## config.mk

```make
export PLATFORM = sky130hd
export DESIGN_NAME = grid_ram_scheduler
export DESIGN_NICKNAME = d
export VERILOG_FILES = /design/src/rtl/grid_ram_scheduler.sv
export SDC_FILE = /design/constraint.sdc
export NUM_CORES = 1
export LEC_CHECK = 0
export ABC_AREA = 1
export CAP_MARGIN = 25
export CORE_MARGIN = 8
export CORE_UTILIZATION = 45
export CTS_BUF_LIST = sky130_fd_sc_hd__clkbuf_4
export DETAILED_ROUTE_END_ITERATION = 16
export PLACE_DENSITY_LB_ADDON = 0.3
export REMOVE_ABC_BUFFERS = 1
export SKIP_LAST_GASP = 1
export SLEW_MARGIN = 20
export SYNTH_ARGS = -nofsm -noshare
export SYNTH_HDL_FRONTEND = slang
export SYNTH_SLANG_ARGS = --single-unit
```

## constraint.sdc

```tcl
create_clock -name clk -period 1.5 [get_ports clk]
set_input_delay 0.3 -clock clk [delete_from_list [all_inputs] [get_ports clk]]
set_output_delay 0.3 -clock clk [all_outputs]
set_load 0.03 [all_outputs]
```

## src/rtl/grid_ram_scheduler.sv

```systemverilog
// Arbitrates the single grid-status RAM port between game-logic accesses (always win)
// and a raster scanner that repaints every cell to the VGA adapter once per frame_tick.
module grid_ram_scheduler #(
    parameter int       X_MAX   = 159,
    parameter int       Y_MAX   = 119,
    parameter logic [2:0] C_EMPTY = 3'b000,
    parameter logic [2:0] C_SNAKE = 3'b010,
    parameter logic [2:0] C_FOOD  = 3'b100,
    parameter logic [2:0] C_WALL  = 3'b111
) (
    input  logic        clk,
    input  logic        reset_n,
    input  logic        frame_tick,
    input  logic        game_req,
    input  logic        game_we,
    input  logic [7:0]  game_x,
    input  logic [6:0]  game_y,
    input  logic [1:0]  game_wdata,
    output logic        game_ack,
    output logic [1:0]  game_rdata,
    output logic [14:0] ram_addr,
    output logic [1:0]  ram_wdata,
    output logic        ram_wren,
    input  logic [1:0]  ram_rdata,
    output logic [7:0]  vga_x,
    output logic [6:0]  vga_y,
    output logic [2:0]  vga_colour,
    output logic        vga_plot,
    output logic        sweep_busy,
    output logic        sweep_done,
    output logic        frame_overrun
);

    localparam logic [1:0] S_IDLE  = 2'd0;
    localparam logic [1:0] S_SWEEP = 2'd1;
    localparam logic [1:0] S_DRAIN = 2'd2;

    localparam logic [7:0] X_LAST = 8'(X_MAX);
    localparam logic [6:0] Y_LAST = 7'(Y_MAX);

    logic [1:0] r_state;
    logic [7:0] r_x;
    logic [6:0] r_y;
    logic       r_game_busy;
    logic       r_game_we;
    logic [7:0] r_tag_x;
    logic [6:0] r_tag_y;
    logic       r_tag_v;
    logic [7:0] r_vga_x;
    logic [6:0] r_vga_y;
    logic [2:0] r_vga_colour;
    logic       r_vga_plot;
    logic       r_sweep_done;
    logic       r_overrun;

    logic       w_grant;
    logic       w_scan;
    logic       w_last;
    logic       w_busy;
    logic [2:0] w_colour;

    // r_game_busy marks the ack cycle, so a request held through its ack is not regranted.
    assign w_grant = reset_n & game_req & ~r_game_busy;
    assign w_scan  = (r_state == S_SWEEP) & ~w_grant;
    assign w_last  = (r_x == X_LAST) && (r_y == Y_LAST);
    assign w_busy  = (r_state != S_IDLE);

    // NOTE: every combinational output gets a default first so no latch is inferred.
    always_comb begin
        ram_addr  = {r_x, r_y};
        ram_wren  = 1'b0;
        ram_wdata = 2'b00;
        if (w_grant) begin
            ram_addr  = {game_x, game_y};
            ram_wren  = game_we;
            ram_wdata = game_wdata;
        end
    end

    always_comb begin
        w_colour = C_EMPTY;
        case (ram_rdata)
            2'd1:    w_colour = C_SNAKE;
            2'd2:    w_colour = C_FOOD;
            2'd3:    w_colour = C_WALL;
            default: w_colour = C_EMPTY;
        endcase
    end

    // NOTE: sequential state uses non-blocking assignments so all registers update together.
    always_ff @(posedge clk or negedge reset_n) begin
        if (!reset_n) begin
            r_game_busy <= 1'b0;
            r_game_we   <= 1'b0;
        end else begin
            r_game_busy <= w_grant;
            if (w_grant) r_game_we <= game_we;
        end
    end

    always_ff @(posedge clk or negedge reset_n) begin
        if (!reset_n) begin
            r_state <= S_IDLE;
            r_x     <= '0;
            r_y     <= '0;
        end else begin
            case (r_state)
                S_IDLE: if (frame_tick) r_state <= S_SWEEP;
                S_SWEEP: begin
                    if (w_scan) begin
                        if (w_last) begin
                            r_state <= S_DRAIN;
                            r_x     <= '0;
                            r_y     <= '0;
                        end else if (r_x == X_LAST) begin
                            r_x <= '0;
                            r_y <= r_y + 7'd1;
                        end else begin
                            r_x <= r_x + 8'd1;
                        end
                    end
                end
                // Once the tag stage is empty, the only plot left is the last cell.
                S_DRAIN: if (r_vga_plot && !r_tag_v) r_state <= S_IDLE;
                default: r_state <= S_IDLE;
            endcase
        end
    end

    always_ff @(posedge clk or negedge reset_n) begin
        if (!reset_n) begin
            r_tag_x      <= '0;
            r_tag_y      <= '0;
            r_tag_v      <= 1'b0;
            r_vga_x      <= '0;
            r_vga_y      <= '0;
            r_vga_colour <= '0;
            r_vga_plot   <= 1'b0;
            r_sweep_done <= 1'b0;
            r_overrun    <= 1'b0;
        end else begin
            r_tag_v <= w_scan;
            if (w_scan) begin
                r_tag_x <= r_x;
                r_tag_y <= r_y;
            end
            r_vga_plot <= r_tag_v;
            if (r_tag_v) begin
                r_vga_x      <= r_tag_x;
                r_vga_y      <= r_tag_y;
                r_vga_colour <= w_colour;
            end
            r_sweep_done <= (r_state == S_DRAIN) && r_vga_plot && !r_tag_v;
            if (frame_tick && w_busy) r_overrun <= 1'b1;
        end
    end

    assign game_ack      = r_game_busy;
    assign game_rdata    = (r_game_busy && !r_game_we) ? ram_rdata : 2'b00;
    assign vga_x         = r_vga_x;
    assign vga_y         = r_vga_y;
    assign vga_colour    = r_vga_colour;
    assign vga_plot      = r_vga_plot;
    assign sweep_busy    = w_busy;
    assign sweep_done    = r_sweep_done;
    assign frame_overrun = r_overrun;

endmodule

```

==> results by group, run 1 <==
Global route
  • Number of global-route vias before repair: roughly 2100
  • Maximum number of pins on one net before global-route repair: 57
  • Overflow after GRT: 0
  • Overall track demand over capacity in global routing: 13.9%
  • Wire length of the first global-routing pass: 9.86 mm
  • Number of antenna violations at the first check in global routing: 0

Cells and area
  • Most common cell after layout, fill and taps aside: sky130_fd_sc_hd__nand2_1
  • Leading cell types in the layout, fill and taps excluded: sky130_fd_sc_hd__nand2_1, sky130_fd_sc_hd__dfrtp_1, sky130_fd_sc_hd__inv_1, sky130_fd_sc_hd__o21ai_0, sky130_fd_sc_hd__buf_4
  • Ratio of cells with drive above 1 in the final layout: around 28%
  • ANT cells: 0
  • Summed area of non-filler cells in the final layout: between 3000 and 4000 um2
  • Layout-stage area growth over the synthesis result: 40.2%
  • Layout net count: 396
  • Layout filler cell count: 503

Timing
  • Worst-case hold slack: just over 0.08 ns
  • Worst Max-Slew Pin Slew: 0.693 ns
  • Minimum period implied by the final worst setup slack: 1.81 ns
  • Relative slew margins: around 54%
  • Setup repair after global routing missed its margin: yes
  • Sum of negative setup slack: -4.91 ns
  • Final setup violating endpoints: 23
  • Count of final max-slew check failures: 0
  • Final clock period utilization by the worst path: 121%
  • Number of hold-slack violations in the final timing report: 0
  • Highest clock rate: 553 MHz
  • Worst-case setup margin in the final layout: -0.309 ns
  • Clock tree skew after final layout: 0.00816 ns

Clock tree
  • Clock transition at the register clock pins on the worst setup and hold paths after CTS: between 0.1 and 0.15 ns
  • Depth of the CTS H-tree: 2
  • Maximum clock path buffer count: 2
  • CTS Root Buffer Type: sky130_fd_sc_hd__clkbuf_4
  • Later-pin clock latency in the skew report: between 0.3 and 0.4 ns
  • TritonCTS Buffers: 5
  • CTS sink count: 56
  • CTS tree: built

Critical path
  • Delay-heaviest family, CP: buffers and inverters
  • Cell repeated most along the worst path: sky130_fd_sc_hd__buf_12
  • R2r worst-path depth: 8
  • Largest stage delay, worst path: ~0.44 ns
  • Number of logic stages on the critical path including buffering: 6
  • Buffer and inverter count on the worst path: 3
  • RR Endpoint: r_x[3]
  • Path type of the worst setup path: register to output pin
  • Cell type of the slowest stage on the worst timing path: sky130_fd_sc_hd__dfrtp_1
  • Last element of the critical path: ram_addr[1]
  • Beginning of the critical path: game_ack
  • CP Data Required Time: around 1.2 ns
  • Launch instance of the worst register-to-register path: game_ack
  • Signal arrival time at the worst endpoint: about 1.5 ns
  • Worst setup slack for register-to-register paths: -0.02 ns
  • Cells along the critical path: nor2_4 > buf_12 > buf_12 > nand2_1 > o21ai_0 > buf_4
  • Critical path startpoint category: register
  • Endpoint type of the worst setup path: output pin
  • Worst-path fanout max: 15

Power and ir drop
  • Clock power frac: around 13%
  • Post-layout total power: ~4.9 mW
  • Sequential cell fraction of total power: ~43%
  • Share of total power in combinational logic: a little over two fifths
  • Total net switching power: 1.97 mW
  • Leakage dissipation: roughly 1.8 nW
  • Maximum VDD drop: approximately 0.64 mV
  • Net switching share of the total power: roughly 40%
  • P_int: about 3 mW
  • Power per cell area: around 1300 nW/um2

Synth
  • Number of register bits inferred by synthesis: 56
  • Top-area cell type share of the netlist area: between 50% and 60%
  • Cell type with the largest total area after synthesis: sky130_fd_sc_hd__dfrtp_1
  • Cell Area, Synth: between 2000 and 3000 um2
  • Cell variety after synth: 29
  • Average cell area after synthesis: 9.21 um2
  • Syn. warnings: 0
  • Number of instances in the synthesized netlist: 287
  • Post-synthesis sequential area ratio: 53.0%
  • Leading post-synthesis cells by cell area: sky130_fd_sc_hd__dfrtp_1, sky130_fd_sc_hd__nand2_1, sky130_fd_sc_hd__mux2_2

Routing
  • Number of iterations in the first detailed-routing pass: 4
  • DRC marker count from the first detailed-route iteration: 117
  • Via count: about 2200
  • Count of nets left with antenna violations after detail routing: 0
  • Routed wire length: 6.22 mm
  • Post-route DRC: 0
  • Avg WL per Cell: 13.9 um
  • Ratio of routed vias to standard cells: approximately 5

Floorplanning
  • Standard-cell rows: 28
  • Vertical die dimension: just over 90 um
  • Total die area: roughly 8600 um2
  • Total core area: about 5800 um2
  • Ports placed on the boundary: 67
  • Die width: 92.7 um
  • Effective utilization at floorplan: between 40% and 50%

Job
  • Maxcap violations: 0

Placement
  • Post-placement worst setup slack: -0.299 ns
  • IO buf count: 66
  • DP Area: 3440 um2
  • Routability cong.: ~0.84
  • Half-perimeter wire length after placement: 4.25 mm

Run status
  • Status: finished with violations
  • Violations in the final reports: negative setup slack

Min path
  • Kind of path behind the tightest hold check: primary input to async pin
==> metal layers <==
metal  GRT usage (%)  up-vias  part of all wire [%]  routed length (um)
met5               0        -                     0                   0
met4            5.37        0                   1.3                  82
met3            4.37        5                   6.0                 372
met2            23.8       50                    51                3150
met1            15.9     1036                    42                2620
li1                -     1104                     -                   -
==> synth_stat cells, drive strengths merged <==
cell type  instances
nor3               3
nand2             76
inv               31
nor4               1
a21oi              1
nand4              7
xnor2              1
nand3b             2
dfrtp             56
a21o               1
xor2               3
nor3b              1
o21ai             39
o22ai              1
nand3             16
ha                 2
buf               10
nor2              21
mux2              15
==> power groups by stage <==
| stage | Clock, mW | Combinational (mW) | Sequential (mW) |
|---|---|---|---|
| detailed placement | 0 | 2.10 | 2.15 |
| global route | 0.738 | 2.32 | 2.18 |
| CTS | 0.678 | 2.03 | 2.12 |
| floorplan | 0 | 0.952 | 2.39 |
| finish | 0.656 | 2.13 | 2.13 |
| global placement | 0 | 2.07 | 2.14 |
==> kinds of logic (layout without fill, tap and decap cells) <==
logic type      Yosys count  after routing  share of synthesized area [%]
compound gates           42             42                           8.09
xor+xnor                  4              4                           1.33
fa+ha+maj                 2              2                          0.946
buf+inv                  41            125                           7.19
flops                    56             56                           53.0
mux                      15             15                           6.39
simple gates            127            127                           23.0
==> worst min-delay path by stage <==
stage | from | depth (start not counted) | endpoint
2_1_floorplan | reset_n | 0 | frame_overrun
3_3_place_gp | frame_overrun | 1 | frame_overrun
3_5_place_dp | frame_overrun | 1 | frame_overrun
4_1_cts | reset_n | 2 | sweep_done
5_1_grt | reset_n | 2 | vga_colour[0]
6_report | reset_n | 2 | vga_colour[0]
==> through the flow <==
stage	cells	utilization (%)
3_3_place_gp	431	59.2
4_1_cts	442	60.3
2_1_floorplan	277	-
6_report	446	63.7
5_1_grt	446	63.7
3_5_place_dp	431	59.2
==> registers in the layout, summed over array words and instances (netlist names) <==
register / cells
vga_colour: 3
r_tag_y: 7
r_state: 2
r_game_we: 1
game_ack: 1
r_tag_v: 1
r_tag_x: 8
vga_plot: 1
frame_overrun: 1
r_y: 7
vga_x: 8
r_x: 8
vga_y: 7
sweep_done: 1
==> area by class of cell <==
cell class                      instances  area [um2]  area share [%]
Clock inverter                          1        3.75           0.101
Sequential cell                        56        1400            37.8
Tap cell                               75        93.8            2.53
Clock buffer                            7        52.6            1.42
Multi-Input combinational cell        190        1150            31.2
Inverter                               31         119            3.21
Timing Repair Buffer                   86         882            23.8
==> worst reg2reg max path, stage by stage (launching register included) <==
cell                        delay (ns)
sky130_fd_sc_hd__dfrtp_1          0.42
sky130_fd_sc_hd__nor2_4           0.05
sky130_fd_sc_hd__buf_12           0.14
sky130_fd_sc_hd__clkbuf_16        0.16
sky130_fd_sc_hd__buf_6            0.12
sky130_fd_sc_hd__nor2_4           0.20
sky130_fd_sc_hd__buf_4            0.19
sky130_fd_sc_hd__nand4_1          0.09
sky130_fd_sc_hd__o21ai_0          0.08
==> repair_timing <==
action	in CTS	in global routing
hold buffers	0	0
pin swaps	2	6
setup endpoints to repair	43	41
setup buffers	3	2
resized for setup	30	63
cloned	0	2
(Power assumes the default switching activity.)
==> run 2: changes to the inputs <==
ABC_AREA = 0   (was 1)
==> results by group, run 2 <==
Clock tree
  • Clock transition at the register clock pins on the worst setup and hold paths after CTS: 0.15 ns (about the same)
  • CTS sink count: 56 (unchanged)
  • CTS Root Buffer Type: sky130_fd_sc_hd__clkbuf_4
  • TritonCTS Buffers: 5 (unchanged)
  • Depth of the CTS H-tree: 2 (unchanged)
  • Later-pin clock latency in the skew report: 0.38 ns (about the same)
  • CTS tree: built
  • Maximum clock path buffer count: 2 (unchanged)

Power and ir drop
  • Leakage dissipation: 1.89 nW (+8.0%)
  • Maximum VDD drop: 0.740 mV (+15%)
  • Post-layout total power: 4.07 mW (-17%)
  • Power per cell area: 1110 nW/um2 (-16%)

Critical path
  • Path type of the worst setup path: register to output pin
  • Endpoint type of the worst setup path: output pin
  • R2r worst-path depth: 5 (-3)
  • Beginning of the critical path: game_ack
  • CP Data Required Time: 1.20 ns (about the same)
  • Signal arrival time at the worst endpoint: 1.56 ns (+0.05 ns)
  • RR Endpoint: r_y[6]
  • Worst-path fanout max: 7 (-8)
  • Launch instance of the worst register-to-register path: r_x[0]
  • Worst setup slack for register-to-register paths: -0.09 ns (-0.07 ns)
  • Critical path startpoint category: register

Cells and area
  • Layout filler cell count: 443 (-12%)
  • Sequential cell area: 1400 um2 (unchanged)
  • Layout net count: 378 (-4.5%)
  • Leading cell types in the layout, fill and taps excluded: sky130_fd_sc_hd__nand2_1, sky130_fd_sc_hd__dfrtp_1, sky130_fd_sc_hd__buf_4
  • Layout-stage area growth over the synthesis result: 48.1%
  • Area of the multi-input gates: 1100 um2 (-5.1%)
  • Most common cell after layout, fill and taps aside: sky130_fd_sc_hd__nand2_1
  • ANT cells: 0 (unchanged)
  • Summed area of non-filler cells in the final layout: 3660 um2 (-1.1%)
  • Ratio of cells with drive above 1 in the final layout: 34.7% (+6.6 points)

Global route
  • Number of antenna violations at the first check in global routing: 0 (unchanged)
  • Overflow after GRT: 0 (unchanged)
  • Number of global-route vias before repair: 2174 (+4.6%)
  • Wire length of the first global-routing pass: 10.5 mm (+6.7%)
  • Overall track demand over capacity in global routing: 15.8% (+1.9 points)
  • Maximum number of pins on one net before global-route repair: 57 (unchanged)

Min path
  • Kind of path behind the tightest hold check: primary input to async pin

Floorplanning
  • Total die area: 8130 um2 (-5.3%)
  • Total core area: 5410 um2 (-7.1%)
  • Die width: 90.2 um (-2.7%)
  • Vertical die dimension: 90.2 um (-2.7%)
  • Ports placed on the boundary: 67 (unchanged)
  • Effective utilization at floorplan: 45.8% (+0.33 points)
  • Standard-cell rows: 27 (-3.6%)

Synth
  • Post-synthesis sequential area ratio: 56.6% (+3.6 points)
  • Most common flop cell mapped by yosys: sky130_fd_sc_hd__dfrtp_1
  • Number of instances in the synthesized netlist: 249 (-13%)
  • Count of flip-flops with a built-in enable after synthesis: 0 (unchanged)
  • Cell type with the largest total area after synthesis: sky130_fd_sc_hd__dfrtp_1
  • Top-area cell type share of the netlist area: 56.6% (+3.6 points)
  • Syn. warnings: 0 (unchanged)
  • Most repeated cell in the gate-level netlist after synthesis: sky130_fd_sc_hd__nand2_1
  • Cell variety after synth: 37 (+28%)
  • Cell Area, Synth: 2470 um2 (-6.4%)
  • Top cells by instance count after synthesis: sky130_fd_sc_hd__nand2_1, sky130_fd_sc_hd__dfrtp_1, sky130_fd_sc_hd__mux2_2
  • Fraction of synthesis flops using an asynchronous set or reset pin: 100% (unchanged)
  • Number of register bits inferred by synthesis: 56 (unchanged)
  • Leading post-synthesis cells by cell area: sky130_fd_sc_hd__dfrtp_1, sky130_fd_sc_hd__nand2_1, sky130_fd_sc_hd__mux2_2
  • Average cell area after synthesis: 9.94 um2 (+7.9%)

Timing
  • Highest clock rate: 537 MHz (-2.8%)
  • Final clock period utilization by the worst path: 124% (+3.5 points)
  • Clock tree skew after final layout: 0.0137 ns (+0.00557 ns)
  • Worst Max-Slew Pin Slew: 0.689 ns (-0.00340 ns)
  • Relative slew margins: 54.0% (+0.23 points)
  • Sum of negative setup slack: -6.14 ns (-1.23 ns)
  • Final setup violating endpoints: 24 (+4.3%)
  • Minimum period implied by the final worst setup slack: 1.86 ns (+0.0518 ns)
  • Worst-case setup margin in the final layout: -0.361 ns (-0.0518 ns)
  • Setup repair after global routing missed its margin: yes
  • Count of final max-slew check failures: 0 (unchanged)
  • Number of hold-slack violations in the final timing report: 0 (unchanged)

Placement
  • Routability cong.: 0.878 (+4.6%)
  • DP Area: 3410 um2 (-1.1%)
  • IO buf count: 66 (unchanged)
  • Half-perimeter wire length after placement: 4.56 mm (+7.3%)
  • Post-placement worst setup slack: -0.294 ns (+0.00422 ns)

Routing
  • DRC marker count from the first detailed-route iteration: 80 (-32%)
  • Post-route DRC: 0 (unchanged)
  • Ratio of routed vias to standard cells: 4.97 (+1.1%)
  • Routed wire length: 6.38 mm (+2.5%)
  • Avg WL per Cell: 15.0 um (+7.8%)
  • Count of nets left with antenna violations after detail routing: 0 (unchanged)
  • Via count: 2109 (-3.9%)
  • Number of iterations in the first detailed-routing pass: 4 (unchanged)

Run status
  • Status: finished with violations
  • Violations in the final reports: negative setup slack

Job
  • Maxcap violations: 0 (unchanged)
## run 2: what timing repair did
item                       4_1_cts  5_1_grt
setup buffers                    1        5
setup endpoints to repair       52       59
gates resized for setup         63       49
pin swaps                       13       15
cloned                           0        0
hold buffers                     0        0
## run 2: per-stage QoR
| step | hold WS, ns | std cells | util (%) |
|---|---|---|---|
| after floorplan | 0.00441 | 238 | - |
| after global placement | 0.443 | 412 | 63.0 |
| after detailed placement | 0.461 | 412 | 63.0 |
| after CTS | 0.0665 | 419 | 65.5 |
| after global routing | 0.0802 | 424 | 67.8 |
| final | 0.0375 | 424 | 67.8 |
## run 2: how the worst max path moves through the flow
stage,cells after the start,end,slack (ns)
floorplan,5,r_x[6],-0.83
global placement,6,ram_wdata[0],-0.26
detailed placement,6,ram_wren,-0.29
CTS,5,ram_wdata[0],-0.33
global route,5,ram_wdata[1],-0.44
finish,5,ram_wdata[1],-0.36
## run 2: layout make-up
| type | instances | share of cell area, % |
|---|---|---|
| sequential | 56 | 38.2 |
| multi-input combinational | 178 | 29.9 |
| timing repair buffer | 107 | 27.6 |
| tap | 72 | 2.46 |
| clock buffer | 6 | 1.23 |
| inverter | 4 | 0.410 |
| clock inverter | 1 | 0.137 |
## run 2: logic make-up after synthesis
logic type / synth area share [%]
AO/OA/AOI/OAI: 4.85
XOR/XNOR: 1.42
adder cells (fa/ha/maj): 1.01
buffers and inverters: 2.53
flip-flops: 56.6
multiplexers: 7.73
AND/OR/NAND/NOR: 25.8
## run 2: report_power, final
group	internal (mW)	leakage (nW)	switching [mW]
Sequential	1.76	0.725	0.126
Clock	0.192	0.0315	0.442
Combinational	0.689	1.13	0.859
Total	2.64	1.89	1.43
## run 2: worst max-delay path: stages, from the launching register on
cell and delay (ns):
sky130_fd_sc_hd__dfrtp_1 0.40, sky130_fd_sc_hd__nand3b_1 0.21, sky130_fd_sc_hd__inv_2 0.14, sky130_fd_sc_hd__buf_6 0.15, sky130_fd_sc_hd__and2_4 0.15, sky130_fd_sc_hd__buf_6 0.12
## run 2: per-layer routing
layer | global-route usage, % | routed length [um] | vias up
met5 | 0 | 0 | -
met4 | 8.18 | 164 | 0
met3 | 3.66 | 331 | 12
met2 | 26.0 | 3070 | 52
met1 | 18.9 | 2810 | 1012
li1 | - | - | 1033
==> run 3: changes to the inputs <==
GPL_TIMING_DRIVEN = 1   (was unset)
==> results of run 3 <==
The final DEF is identical to that of run 2; final timing and power are the same.
